## config.mk

```make
export PLATFORM = sky130hd
export DESIGN_NAME = stream_demux2
export DESIGN_NICKNAME = d
export VERILOG_FILES = /design/src/rtl/stream_demux2.sv
export SDC_FILE = /design/constraint.sdc
export NUM_CORES = 1
export LEC_CHECK = 0
export CORE_UTILIZATION = 24
export CTS_BUF_LIST = sky130_fd_sc_hd__clkbuf_16
export DETAILED_ROUTE_END_ITERATION = 8
export DONT_BUFFER_PORTS = 1
export PLACE_DENSITY = 0.4
export SLEW_MARGIN = 10
export SYNTH_ARGS = -nofsm -noshare
export SYNTH_HDL_FRONTEND = slang
export SYNTH_SLANG_ARGS = --single-unit
export TNS_END_PERCENT = 30
```

## constraint.sdc

```tcl
create_clock -name clk -period 3.8 [get_ports clk]
set_input_delay 0.57 -clock clk [delete_from_list [all_inputs] [get_ports clk]]
set_output_delay 0.57 -clock clk [all_outputs]
set_load 0.02 [all_outputs]
```

## src/rtl/stream_demux2.sv

```systemverilog
// stream_demux2 -- registered 1-to-2 stream demultiplexer.
//
// One n-bit word per cycle is accepted on a valid/ready input and steered by
// in_sel into one of two independent DEPTH-entry FIFOs (0 -> port A,
// 1 -> port B). Each FIFO drives its own valid/ready output port, so the two
// consumers may stall independently. Words are accepted strictly in input
// order: a word aimed at a full FIFO holds off everything behind it.
//
// Optional feature macro: STREAM_DEMUX2_STATS_EN
//   When defined, adds 16-bit wrapping pop counters cnt_a / cnt_b.
//   When undefined, those ports and counters are absent.

module stream_demux2 #(
    parameter int n     = 8,
    parameter int DEPTH = 2
) (
    input  logic         clk,
    input  logic         rst_n,
    input  logic [n-1:0] in_data,
    input  logic         in_sel,
    input  logic         in_valid,
    output logic         in_ready,
    output logic [n-1:0] a_data,
    output logic         a_valid,
    input  logic         a_ready,
    output logic [n-1:0] b_data,
    output logic         b_valid,
    input  logic         b_ready
`ifdef STREAM_DEMUX2_STATS_EN
    ,
    output logic [15:0]  cnt_a,
    output logic [15:0]  cnt_b
`endif
);

    localparam int         AW       = $clog2(DEPTH);
    localparam logic [AW:0] FULL_LVL = (AW+1)'(DEPTH);

    // Index 0 is port A, index 1 is port B throughout.
    logic [n-1:0]  mem_r    [2][DEPTH];
    logic [AW-1:0] wr_ptr_r [2];
    logic [AW-1:0] rd_ptr_r [2];
    logic [AW:0]   occ_r    [2];

    logic [1:0]    full_s;
    logic [1:0]    valid_s;
    logic [1:0]    ready_s;
    logic [1:0]    push_s;
    logic [1:0]    pop_s;
    logic          in_ready_s;
    logic [n-1:0]  head_s   [2];

    // FIFO status flags, derived from occupancy only.
    always_comb begin
        full_s  = 2'b00;
        valid_s = 2'b00;
        for (int i = 0; i < 2; i++) begin
            full_s[i]  = (occ_r[i] == FULL_LVL);
            valid_s[i] = (occ_r[i] != {(AW+1){1'b0}});
        end
    end

    // Input acceptance and push/pop strobes. in_ready looks only at the
    // selected FIFO's fullness, never at the consumer ready inputs, so a
    // full FIFO refuses a word even when it is being popped this cycle.
    always_comb begin
        ready_s = {b_ready, a_ready};
        if (in_sel) begin
            in_ready_s = ~full_s[1];
        end else begin
            in_ready_s = ~full_s[0];
        end
        push_s[0] = in_valid & in_ready_s & ~in_sel;
        push_s[1] = in_valid & in_ready_s &  in_sel;
        pop_s     = valid_s & ready_s;
    end

    // Pointer and occupancy bookkeeping for both FIFOs.
    always_ff @(posedge clk or negedge rst_n) begin
        if (!rst_n) begin
            for (int i = 0; i < 2; i++) begin
                wr_ptr_r[i] <= {AW{1'b0}};
                rd_ptr_r[i] <= {AW{1'b0}};
                occ_r[i]    <= {(AW+1){1'b0}};
            end
        end else begin
            for (int i = 0; i < 2; i++) begin
                if (push_s[i]) begin
                    wr_ptr_r[i] <= wr_ptr_r[i] + AW'(1'b1);
                end else begin
                    wr_ptr_r[i] <= wr_ptr_r[i];
                end
                if (pop_s[i]) begin
                    rd_ptr_r[i] <= rd_ptr_r[i] + AW'(1'b1);
                end else begin
                    rd_ptr_r[i] <= rd_ptr_r[i];
                end
                case ({push_s[i], pop_s[i]})
                    2'b10:   occ_r[i] <= occ_r[i] + (AW+1)'(1'b1);
                    2'b01:   occ_r[i] <= occ_r[i] - (AW+1)'(1'b1);
                    default: occ_r[i] <= occ_r[i];
                endcase
            end
        end
    end

    // Word storage; contents are meaningless outside the occupied window,
    // so no reset is needed here.
    always_ff @(posedge clk) begin
        for (int i = 0; i < 2; i++) begin
            if (push_s[i]) begin
                mem_r[i][wr_ptr_r[i]] <= in_data;
            end
        end
    end

    // Head-of-FIFO words, forced to zero while the FIFO is empty.
    always_comb begin
        for (int i = 0; i < 2; i++) begin
            if (valid_s[i]) begin
                head_s[i] = mem_r[i][rd_ptr_r[i]];
            end else begin
                head_s[i] = {n{1'b0}};
            end
        end
    end

    assign in_ready = in_ready_s;
    assign a_valid  = valid_s[0];
    assign b_valid  = valid_s[1];
    assign a_data   = head_s[0];
    assign b_data   = head_s[1];

`ifdef STREAM_DEMUX2_STATS_EN
    logic [15:0] stat_r [2];

    // Per-port pop counters, wrapping naturally at 16 bits.
    always_ff @(posedge clk or negedge rst_n) begin
        if (!rst_n) begin
            stat_r[0] <= 16'h0000;
            stat_r[1] <= 16'h0000;
        end else begin
            for (int i = 0; i < 2; i++) begin
                if (pop_s[i]) begin
                    stat_r[i] <= stat_r[i] + 16'd1;
                end else begin
                    stat_r[i] <= stat_r[i];
                end
            end
        end
    end

    assign cnt_a = stat_r[0];
    assign cnt_b = stat_r[1];
`endif

endmodule

```

==> flow_metrics.py <==
metrics = {
    "pwr": {
        "p_clk_share_pct": 28.4,
        "swShare_pct": 36.3,
        "pwr-share-seq_pct": 41.3,
        "ir_drop_uv": 251,
        "pwr-share-comb_pct": 30.3,
        "pwr_density_cell_nw_per_um2": 859,
        "p_int_mw": 1.03,
        "power.leakage_nw": 0.716,
        "total_power_mw": 1.62,
        "p_sw_mw": 0.588,
    },
    "synthesis": {
        "synth_area_leaders": "edfxtp_1, dfrtp_1, mux2i_1, nor2_1, xnor2_1",
        "syn_nets": 121,
        "yosysUniqueCellTypes": 15,
        "synth_top_cell_by_area": "edfxtp_1",
        "synth_area_um2": 1630,
        "syn_inst": 105,
        "synth_area_per_cell_um2": 15.5,
        "ys_ff_latch": 40,
        "yosysTopAreaCellShare_pct": 59.1,
        "synth-seq-area-share_pct": 71.4,
        "ys_warn_count": 0,
    },
    "place": {
        "port-buffer-count": 0,
        "pre_cts_slack_ps": 1920,
        "dp.final_hpwl_mm": 2.08,
        "place_area_um2": 1710,
        "place.gp.congestion": 0.715,
        "place_inst": 180,
    },
    "setup_path": {
        "reg2regPathDepth": 3,
        "cp.arrival_ps": 1500,
        "critPathKind": "flip-flop to output pin",
        "crit_path_end_kind": "output pin",
        "start_kind": "flip-flop",
        "cp-startpoint": "occ_r[0]$_DFFE_PN0P_",
        "r2r_setup_slack_ps": 1950,
        "cp_max_fo": 10,
        "cp.required_ps": 3230,
        "reg2reg_from": "occ_r[0]$_DFFE_PN0P_",
        "regToRegEndpoint": "mem_r[0][24]$_DFFE_PP_",
    },
    "grt": {
        "grt-ovfl-total": 0,
        "grt_pass1_vias": 878,
        "grt_start_max_net_pins": 13,
        "track_usage_pct": 9.69,
        "grt_pass1_wl_mm": 4.87,
        "antenna_found_initial": 0,
    },
    "sta": {
        "rsz0062_at_grt": "no",
        "fin_crit_ps": 2070,
        "max_freq_mhz": 483,
        "hold_violations": 0,
        "hold_ws_ps": 386,
        "tns_ps": 0,
        "fin_skew_ps": 2.11,
        "slew_headroom_pct": 36.5,
        "setup_violations": 0,
        "period_share_pct": 54.5,
        "setup_ws_ps": 1730,
        "tightest_slew_ps": 950,
        "slew_violations": 0,
    },
    "clocking": {
        "clk_pin_slew_ps": 60,
        "cts.path.max_buffers": 2,
        "htree_levels": 2,
        "clock_sinks": 40,
        "clock_latency_ps": 280,
        "root_buffer": "clkbuf_16",
        "cts_setup_buffers": 0,
        "cts_buffers": 5,
        "cts_tree": "done",
    },
    "finish": {
        "final_cell_mix": "edfxtp_1, nor2_1, mux2i_1",
        "nNetsFinal": 127,
        "fin_area_um2": 1890,
        "drive_gt1_share_pct": 12.5,
        "final_common_cell": "edfxtp_1",
        "layoutNonFillerInstCount": 189,
        "post-route-util_pct": 29.2,
        "syn_to_final_growth_pct": 16.0,
        "diodes": 0,
    },
    "detailed_routing": {
        "vias_per_cell": 4.19,
        "drc_errors": 4,
        "first_iter_violations": 37,
        "ant_nets": 0,
        "wirelength_mm": 3.09,
        "vias": 791,
        "avgRoutedWirePerCell_um": 16.3,
        "drt-pass1-iter-count": 6,
    },
    "floorplanning": {
        "die_w_um": 84.3,
        "core-area_um2": 6460,
        "die_area_um2": 7110,
        "io_pins": 33,
        "initial_core_util_pct": 25.2,
        "die_height_um": 84.3,
        "rows": 29,
    },
    "run_status": {
        "status": "finished, violations left",
        "violations": "DRC",
    },
    "min_path": {
        "hold_depth": 0,
        "min_from": "in_data[6]",
        "min_to": "mem_r[0][30]$_DFFE_PP_",
        "worstHoldPathType": "input port to flip-flop",
    },
    "job": {
        "cap_violations": 0,
    },
}
-- state kept, by name, indices dropped and copies added, names as in the netlist --
signal and count:
rd_ptr_r 2, mem_r 32, occ_r 4, wr_ptr_r 2
-- power by group through the flow --
stage               Combinational [mW]  Sequential [mW]  Clock (mW)
global route                     0.537            0.687       0.500
floorplan                        0.461            0.618           0
finish                           0.491            0.670       0.461
detailed placement               0.500            0.681           0
global placement                 0.493            0.678           0
CTS                              0.505            0.673       0.474
-- layout make-up --
cell class                 count  area (um^2)
clock inverter                 3         38.8
timing repair buffer           1         10.0
clock buffer                   5          125
multi-input combinational     59          440
sequential                    40         1160
inverter                       4         15.0
tap                           77         96.3
fill                         655         4570
-- kinds of logic after synthesis --
logic type	Yosys count	synth area share, %
multiplexers	17	10.5
buffers and inverters	6	1.54
flip-flops	40	71.4
XOR/XNOR	10	5.38
adder cells (fa/ha/maj)	2	1.54
AND/OR/NAND/NOR	30	9.62
-- metal layers --
metal,track usage [%],part of all wire [%]
met4,3.92,0.81
met3,4.33,7.0
met1,11.9,43
met5,0,0
met2,14.9,49
-- worst max-delay path: stages, from the launching register on --
cell and delay, ps:
dfrtp_1 430, nor2_2 520, nor2_1 270
-- cells in the mapped netlist --
cell type / count
buf_2: 2
dfrtp_1: 8
edfxtp_1: 32
ha_1: 2
inv_1: 4
mux2_2: 1
mux2i_1: 16
nand2b_1: 2
nand3_2: 1
nand3b_2: 1
nor2_1: 22
nor2_2: 2
nor2b_4: 2
xnor2_1: 6
xor2_1: 4
-- how the worst max path moves through the flow --
stage	end	slack, ps	depth (start not counted)
6_report	b_data[4]	1730	2
5_1_grt	b_data[3]	1590	2
4_1_cts	b_data[4]	1680	2
3_5_place_dp	mem_r[0][21]$_DFFE_PP_	1920	3
3_3_place_gp	mem_r[0][29]$_DFFE_PP_	1950	3
2_1_floorplan	mem_r[0][0]$_DFFE_PP_	2240	2
-- repair_timing --
action / 4_1_cts / 5_1_grt
hold endpoints to repair: 8 / 0
hold buffers: 1 / 0
resized for setup: 0 / 0
No activity file was read; power rests on OpenSTA's default activity.
